==> src/rtl/pwm_capture.sv <==
// PWM capture: measures period and high time of an asynchronous PWM input in clk1 cycles.
// One measurement is published (valid pulse) per input period, at each rise after the first.
module pwm_capture #(
    parameter int unsigned     WIDTH   = 32,
    parameter longint unsigned TIMEOUT = 1048576
) (
    input  logic             clk1,
    input  logic             rst,
    input  logic             en,
    input  logic             pwm_in,
    output logic [WIDTH-1:0] period,
    output logic [WIDTH-1:0] high_time,
    output logic             valid,
    output logic             locked,
    output logic             timeout
);
    typedef enum logic [1:0] {
        ST_IDLE = 2'd0,
        ST_ARM  = 2'd1,
        ST_HIGH = 2'd2,
        ST_LOW  = 2'd3
    } state_t;

    localparam logic [WIDTH-1:0] TIMEOUT_CNT = WIDTH'(TIMEOUT);
    localparam logic [WIDTH-1:0] CNT_ONE     = WIDTH'(1);
    localparam logic [WIDTH-1:0] CNT_ZERO    = '0;

    state_t           state_q, state_d;
    logic             s1_q, s1_d;
    logic             s2_q, s2_d;
    logic             prev_q, prev_d;
    logic [WIDTH-1:0] cnt_q, cnt_d;
    logic [WIDTH-1:0] hi_lat_q, hi_lat_d;
    logic [WIDTH-1:0] period_q, period_d;
    logic [WIDTH-1:0] high_time_q, high_time_d;
    logic             valid_q, valid_d;
    logic             locked_q, locked_d;
    logic             timeout_q, timeout_d;
    logic             rise;
    logic             fall;

    always_ff @(posedge clk1 or posedge rst) begin
        if (rst) begin
            state_q     <= ST_IDLE;
            s1_q        <= 1'b0;
            s2_q        <= 1'b0;
            prev_q      <= 1'b0;
            cnt_q       <= CNT_ZERO;
            hi_lat_q    <= CNT_ZERO;
            period_q    <= CNT_ZERO;
            high_time_q <= CNT_ZERO;
            valid_q     <= 1'b0;
            locked_q    <= 1'b0;
            timeout_q   <= 1'b0;
        end else begin
            state_q     <= state_d;
            s1_q        <= s1_d;
            s2_q        <= s2_d;
            prev_q      <= prev_d;
            cnt_q       <= cnt_d;
            hi_lat_q    <= hi_lat_d;
            period_q    <= period_d;
            high_time_q <= high_time_d;
            valid_q     <= valid_d;
            locked_q    <= locked_d;
            timeout_q   <= timeout_d;
        end
    end

    always_comb begin
        s1_d        = pwm_in;
        s2_d        = s1_q;
        prev_d      = s2_q;
        rise        = s2_q & ~prev_q;
        fall        = ~s2_q & prev_q;
        state_d     = state_q;
        cnt_d       = cnt_q;
        hi_lat_d    = hi_lat_q;
        period_d    = period_q;
        high_time_d = high_time_q;
        valid_d     = 1'b0;
        locked_d    = locked_q;
        timeout_d   = timeout_q;

        if (!en) begin
            // Disabling drops any partial measurement but keeps the last published one.
            state_d   = ST_IDLE;
            cnt_d     = CNT_ZERO;
            locked_d  = 1'b0;
            timeout_d = 1'b0;
        end else if (state_q == ST_IDLE) begin
            state_d = ST_ARM;
            cnt_d   = CNT_ZERO;
        end else begin
            cnt_d = rise ? CNT_ONE : cnt_q + CNT_ONE;
            // An edge in the same cycle always wins over the timeout check.
            if (!rise && !fall && (cnt_q == TIMEOUT_CNT)) begin
                timeout_d = 1'b1;
                locked_d  = 1'b0;
                state_d   = ST_ARM;
                cnt_d     = CNT_ZERO;
            end else begin
                case (state_q)
                    ST_ARM: begin
                        if (rise) state_d = ST_HIGH;
                    end
                    ST_HIGH: begin
                        if (fall) begin
                            hi_lat_d = cnt_q;
                            state_d  = ST_LOW;
                        end
                    end
                    ST_LOW: begin
                        if (rise) begin
                            period_d    = cnt_q;
                            high_time_d = hi_lat_q;
                            valid_d     = 1'b1;
                            locked_d    = 1'b1;
                            timeout_d   = 1'b0;
                            state_d     = ST_HIGH;
                        end
                    end
                    default: state_d = ST_IDLE;
                endcase
            end
        end
    end

    assign period    = period_q;
    assign high_time = high_time_q;
    assign valid     = valid_q;
    assign locked    = locked_q;
    assign timeout   = timeout_q;

endmodule

==> config.mk <==
export PLATFORM = sky130hd
export DESIGN_NAME = pwm_capture
export DESIGN_NICKNAME = d
export VERILOG_FILES = /design/src/rtl/pwm_capture.sv
export SDC_FILE = /design/constraint.sdc
export NUM_CORES = 1
export LEC_CHECK = 0
export ABC_AREA = 0
export BUFFER_PORTS_ARGS = -buffer_cell sky130_fd_sc_hd__buf_2
export CAP_MARGIN = 20
export CORE_ASPECT_RATIO = 0.5
export CORE_MARGIN = 10
export CORE_UTILIZATION = 45
export CTS_BUF_LIST = sky130_fd_sc_hd__clkbuf_8
export CTS_CLUSTER_SIZE = 30
export DETAILED_ROUTE_END_ITERATION = 10
export PLACE_DENSITY_LB_ADDON = 0.12
export SYNTH_ARGS = -nofsm -noshare
export SYNTH_HDL_FRONTEND = slang
export SYNTH_SLANG_ARGS = --single-unit
==> constraint.sdc <==
create_clock -name clk1 -period 5.6 [get_ports clk1]
set_clock_uncertainty 0.2 [all_clocks]
set_input_delay 0.28 -clock clk1 [delete_from_list [all_inputs] [get_ports clk1]]
set_output_delay 0.28 -clock clk1 [all_outputs]
set_load 0.02 [all_outputs]
==> run_results.csv, run 1 <==
group,metric,value,unit
run_status,status,"finished, final reports clean",
min_path,hp-class,"reg -> reg",
pwr,combPwrFrac,2.4,%
pwr,p_clk_share,44.9,%
drt,antenna_left,0,
worst_setup_path,cp_max_fo,44,
pwr,total_power,1.882,mW
drt,drt-met1-wl,5.751,mm
timing,finalHoldViolCount,0,
worst_setup_path,worstSetupPathType,"reg -> reg",
final_layout,diodes,0,
worst_setup_path,cp_data_required_time,5.71,ns
global_route,grt_antenna_before_repair,0,
timing,timing.fmax,300.0,MHz
worst_setup_path,crit_slowest_cell,"nand3_4",
global_route,track_usage,12.64,%
drt,wl_per_cell,16.35,um
yosys,synth_xor_area_share,4.353,%
yosys,synthAdderAreaFrac,0.8578,%
yosys,synth_compound_area_share,1.051,%
cts,clock_path_buffers,2,
placed_design,gp_congestion,0.7700,
final_layout,fill_cells,1085,
pwr,powerDensity,281.4,nW/um2
drt,topRoutingLayerUsed,"met4",
timing,period_share,59.52,%
yosys,synth_area_leader_cell,"dfrtp_1",
die,core-area,12660,um2
cts,clk_latency,0.43,ns
die,start_util,46.07,%
timing,period_needed,3.333,ns
drt,vias,3319,
drt,drt_iter0_drc,168,
timing,tightest_slew,1.004,ns
cts,clock-sinks,136,
worst_setup_path,cp-end-kind,"flop",
pwr,power_leakage,3.539,nW
cts,root_buffer,"clkbuf_8",
drt,wl_met2,4.599,mm
yosys,ys_ff_latch,136,
drt,drt_drc_violations_left,0,
timing,rsz0062_at_grt,"false",
pwr,internal_power,1.453,mW
yosys,synth_top_family_by_area,"multiplexers",
yosys,synth_cells,414,
yosys,synth_area,5834,um2
timing,setup-tns-final,0,ns
yosys,synthSimpleGateAreaFrac,9.372,%
cts,cts_tree,"yes",
yosys,synth_ff_type,"dfrtp_1",
timing,setup_viol_count_final,0,
global_route,overflow,0,
pwr,irDropWorstVdd,0.1148,mV
die,die_w,181.0,um
die,row_count,29,
drt,wl_met3,542,um
yosys,synth_top_area_share,58.33,%
die,die_area,18200,um2
pwr,sw_frac_of_total,22.78,%
placed_design,portBuffers,70,
drt,vias_per_cell,4.946,
die,fp.dieH,100.5,um
final_layout,nNetsFinal,496,
cts,post_cts_resized,0,
yosys,synth_cell_types,39,
yosys,syn_area_per_cell,14.09,um2
cts,htree_levels,4,
cts,clk_pin_slew,0.08,ns
yosys,ys.warnings.count,0,
global_route,grt_pass1_vias,3495,
flow_run,cap_violations,0,
drt,dr.pass1.iters,5,
final_layout,drive_gt1_share,41.32,%
placed_design,pre_cts_ws,2.258,ns
die,ioPinCount,71,
yosys,synth_mux_area_share,21.68,%
timing,finalMaxSlewViolations,0,
pwr,switching_power,0.4289,mW
drt,finalWirelength,10.97,mm
cts,cts_setup_buffers,0,
global_route,grt_pass1_wl,18.65,mm
placed_design,dp.final_hpwl,7.322,mm
timing,worst_slack,2.267,ns
yosys,synth_edf_count,0,
timing,slew-limit-headroom,32.52,%
worst_setup_path,cp_cell_sequence,"inv_1, ha_1, nor4bb_1, nand4_1, or2_4, nand3_4, buf_4, mux2_2",
cts,numCtsBuffers,17,
yosys,synth_fp_nets,422,
global_route,grt_max_degree,89,
final_layout,area_growth_syn_to_layout,14.65,%
worst_setup_path,worstPathArrival,3.45,ns
yosys,yosys-top-cells-area,"dfrtp_1 (58%), mux2_4 (13%), mux2_2 (8.9%), xor2_1 (3.6%), nor2_1 (2.3%)",
yosys,synthArstFlopShare,100.0,%
worst_setup_path,start_kind,"flop",
pwr,p_seq_share,52.6,%
yosys,synth-seq-area-share,58.33,%
worst_setup_path,max_stage_delay,0.62,ns
-- critical path: cells and delay by family (launching register included) --
kind	cells	cell delay, ns
AND/OR/NAND/NOR	4	1.37
adder cells (fa/ha/maj)	1	0.15
multiplexers	1	0.38
flip-flops	1	0.48
buffers and inverters	2	0.61
-- cells in the final DEF (no fill, tap or decap), types with 2 or more instances in the layout --
| master | instances |
|---|---|
| xnor2_1 | 5 |
| dlygate4sd3_1 | 3 |
| o21ai_0 | 2 |
| nand3_1 | 16 |
| nor4_1 | 9 |
| clkinv_2 | 2 |
| a21boi_0 | 2 |
| and3_1 | 4 |
| clkinvlp_4 | 5 |
| mux2_2 | 46 |
| ha_1 | 4 |
| xor2_1 | 24 |
| a21oi_1 | 3 |
| dfrtp_1 | 136 |
| buf_2 | 70 |
| or3_1 | 2 |
| nand4_1 | 15 |
| bufinv_16 | 3 |
| clkbuf_8 | 18 |
| mux2_4 | 49 |
| nor3_1 | 4 |
| buf_4 | 4 |
| nor2_1 | 36 |
| and2_1 | 2 |
| inv_6 | 4 |
| nand2_1 | 9 |
| inv_1 | 9 |
-- final cells by class --
| class | count | area (um2) | share of cell area, % |
|---|---|---|---|
| sequential | 136 | 3403 | 50.88 |
| timing repair buffer | 78 | 425.4 | 6.360 |
| clock inverter | 14 | 172.7 | 2.581 |
| tap | 170 | 212.7 | 3.180 |
| clock buffer | 18 | 247.7 | 3.704 |
| inverter | 10 | 42.54 | 0.6360 |
| multi-input combinational | 245 | 2185 | 32.66 |
-- cell families after synthesis --
logic type | count (synthesis)
flops | 136
simple gates | 106
mux | 96
buf+inv | 33
xor+xnor | 29
compound gates | 10
fa+ha+maj | 4
-- cell usage after synthesis, types with 4 or more instances --
master and instances:
and3_1 4, buf_12 5, buf_2 7, clkbuf_1 4
dfrtp_1 136, ha_1 4, inv_1 10, mux2_2 46
mux2_4 49, nand2_1 9, nand3_1 16, nand4_1 15
nor2_1 36, nor3_1 4, nor4_1 9, xnor2_1 5
xor2_1 24
-- power groups by stage --
| stage | logic (mW) | clock network, mW | registers (mW) |
|---|---|---|---|
| after floorplan | 0.0320 | 0 | 1.01 |
| after global placement | 0.0448 | 0 | 1.01 |
| after detailed placement | 0.0457 | 0 | 1.01 |
| after CTS | 0.0473 | 0.872 | 0.991 |
| after global routing | 0.0541 | 0.910 | 0.991 |
| final | 0.0460 | 0.846 | 0.991 |
-- routing by layer --
layer / track usage, % / vias to the layer above
met5: 0 / -
met4: 5.034 / 0
met3: 4.014 / 9
met2: 17.67 / 70
met1: 17.74 / 1652
li1: - / 1588
-- final timing paths --
kind / startpoint / end / slack (ns) / cells after the start
hold reg to reg: s1_q / prev_d / 0.19 / 0
min in group asynchronous: rst / hi_lat_q[5] / 0.35 / 3
hold / removal: s1_q / prev_d / 0.19 / 0
max in group asynchronous: rst / period[25] / 3.75 / 4
setup reg to reg: cnt_q[0] / high_time[13] / 2.27 / 8
setup / recovery: cnt_q[0] / high_time[13] / 2.27 / 8
-- metrics by stage --
step           hold WS (ns)  util, %  cell area, um2  cells
2_1_floorplan        0.1114        -            5834    414
3_3_place_gp         0.1819    49.15            6223    635
3_5_place_dp         0.1812    49.15            6223    635
4_1_cts              0.1973    52.70            6674    670
5_1_grt              0.2078    52.82            6689    671
6_report             0.1894    52.82            6689    671
-- timing repair --
item / in CTS / in global routing
hold endpoints to repair: 91 / 0
setup endpoints to repair: 0 / 0
hold buffers: 3 / 0
-- flip-flops by register name, indices dropped and copies added, names as in the netlist --
| name | count |
|---|---|
| timeout | 1 |
| high_time | 32 |
| valid | 1 |
| hi_lat_q | 32 |
| prev_d | 1 |
| period | 32 |
| cnt_q | 32 |
| locked | 1 |
| prev_q | 1 |
| state_q | 2 |
| s1_q | 1 |
Power figures use the tool's default switching activity.
==> inputs of run 2 (changes only) <==
==> constraint.sdc (replaced) <==
create_clock -name clk1 -period 2.74 [get_ports clk1]
set_clock_uncertainty 0.2 [all_clocks]
set_input_delay 0.137 -clock clk1 [delete_from_list [all_inputs] [get_ports clk1]]
set_output_delay 0.137 -clock clk1 [all_outputs]
set_load 0.02 [all_outputs]
==> run_results.csv, run 2 (synthesis results as in run 1) <==
group,metric,value,unit
pwr,powerDensity,568.8,nW/um2
drt,wl_per_cell,16.73,um
global_route,grt_pass1_vias,3630,
worst_setup_path,cp_cell_sequence,"ha_1, nor4bb_1, nand4_1, or2_4, nand3_4, buf_12, mux2_2",
final_layout,nNetsFinal,514,
cts,root_buffer,"clkbuf_8",
timing,period_share,91.54,%
drt,finalWirelength,11.53,mm
worst_setup_path,max_stage_delay,0.39,ns
cts,clock_path_buffers,2,
global_route,grt_max_degree,65,
die,fp.dieH,100.5,um
placed_design,dp.final_hpwl,7.737,mm
cts,htree_levels,4,
min_path,hp-class,"in -> async",
drt,vias,3399,
timing,tightest_slew,0.5915,ns
drt,vias_per_cell,4.933,
cts,numCtsBuffers,17,
global_route,grt_antenna_before_repair,0,
drt,drt_iter0_drc,212,
timing,setup_viol_count_final,0,
timing,slew-limit-headroom,60.48,%
worst_setup_path,startpoint,"prev_d",
final_layout,mostFrequentLayoutCell,"dfrtp_1",
run_status,status,"finished, final reports clean",
cts,cts_setup_buffers,0,
die,row_count,29,
placed_design,portBuffers,70,
global_route,overflow,0,
worst_setup_path,r2r-start,"prev_d",
final_layout,diodes,0,
pwr,irDropWorstVdd,0.2538,mV
drt,antenna_left,0,
placed_design,gp_congestion,0.7447,
final_layout,area_growth_syn_to_layout,18.06,%
drt,dr.pass1.iters,4,
timing,period_needed,2.508,ns
die,die_area,18200,um2
final_layout,stdcell_area,6888,um2
worst_setup_path,crit_slowest_cell,"dfrtp_1",
worst_setup_path,cp_data_required_time,2.86,ns
cts,clk_pin_slew,0.08,ns
flow_run,cap_violations,0,
die,die_w,181.0,um
worst_setup_path,worstPathArrival,2.63,ns
global_route,track_usage,13.20,%
cts,clock-sinks,136,
worst_setup_path,worstSetupPathType,"reg -> reg",
worst_setup_path,start_kind,"flop",
worst_setup_path,cp-end-kind,"flop",
timing,rsz0062_at_grt,"false",
timing,finalMaxSlewViolations,0,
die,core-area,12660,um2
timing,timing.fmax,398.7,MHz
cts,cts_tree,"yes",
final_layout,drive_gt1_share,42.97,%
timing,setup-tns-final,0,ns
die,ioPinCount,71,
timing,finalHoldViolCount,0,
pwr,power_leakage,3.685,nW
drt,drt_drc_violations_left,0,
final_layout,final_cell_mix,"dfrtp_1 (136), buf_2 (70), mux2_4 (49)",
global_route,grt_pass1_wl,19.40,mm
cts,clk_latency,0.43,ns
worst_setup_path,cp_max_fo,22,
die,start_util,46.07,%
placed_design,placed_area,6427,um2
-- run 2: changes by cell type in the layout (fill, tap and decap cells not counted), moves of 2 or more --
cell        before  now
inv_6            4    0
buf_4            4   18
clkinv_4         1    4
buf_12           0    5
clkinv_2         2    4
inv_1            9   11
clkinvlp_4       5    1
-- run 2: report_power, final --
group	switching, mW	internal, mW	leakage (nW)	total (mW)
Clock	0.781	1.01	0.229	1.79
Combinational	0.0751	0.0317	1.57	0.107
Sequential	0.00644	2.02	1.89	2.02
-- run 2: per-stage QoR --
stage	cells	power [mW]	hold WS [ns]	setup WS [ns]	util, %
after floorplan	414	2.130	-0.03157	0.4357	-
after global placement	654	2.167	0.03608	0.3368	50.76
after detailed placement	654	2.170	0.04049	0.2188	50.76
after CTS	689	3.970	0.1206	0.2083	54.39
after global routing	689	4.072	0.1227	0.1483	54.39
final	689	3.918	0.1212	0.2318	54.39
-- run 2: path summary, 6_finish.rpt --
| kind | end | slack, ns | cells after the start |
|---|---|---|---|
| max in group asynchronous | hi_lat_q[6] | 1.49 | 4 |
| worst min register to register | prev_d | 0.20 | 0 |
| worst max-delay path | high_time[11] | 0.23 | 7 |
| worst max register to register | high_time[11] | 0.23 | 7 |
| min in group clk1 | s1_q | 0.15 | 2 |
| worst min-delay path | high_time[20] | 0.12 | 3 |
-- run 2: final cells by class --
class                      count  area, um2
tap                          170      212.7
fill                        1089       5776
clock inverter                14      182.7
sequential                   136       3403
multi-input combinational    245       2185
clock buffer                  18      247.7
inverter                      10      41.29
timing repair buffer          96      615.6
-- run 2: critical path, delay by kind of cell (launching register included) --
family                   cells  cell delay (ns)
adder cells (fa/ha/maj)      1             0.27
buffers and inverters        1             0.21
flip-flops                   1             0.39
multiplexers                 1             0.36
AND/OR/NAND/NOR              4             0.96
-- run 2: per-layer routing --
layer	vias up	wire length, um	global-route usage (%)
li1	1616	-	-
met1	1704	5789	17.86
met2	72	5100	19.59
met3	7	584	4.194
met4	0	56	4.661
met5	-	0	0
-- run 2: what timing repair did --
item                      4_1_cts  5_1_grt
gates resized for setup         0        0
hold buffers                    3        0
hold endpoints to repair       36        0
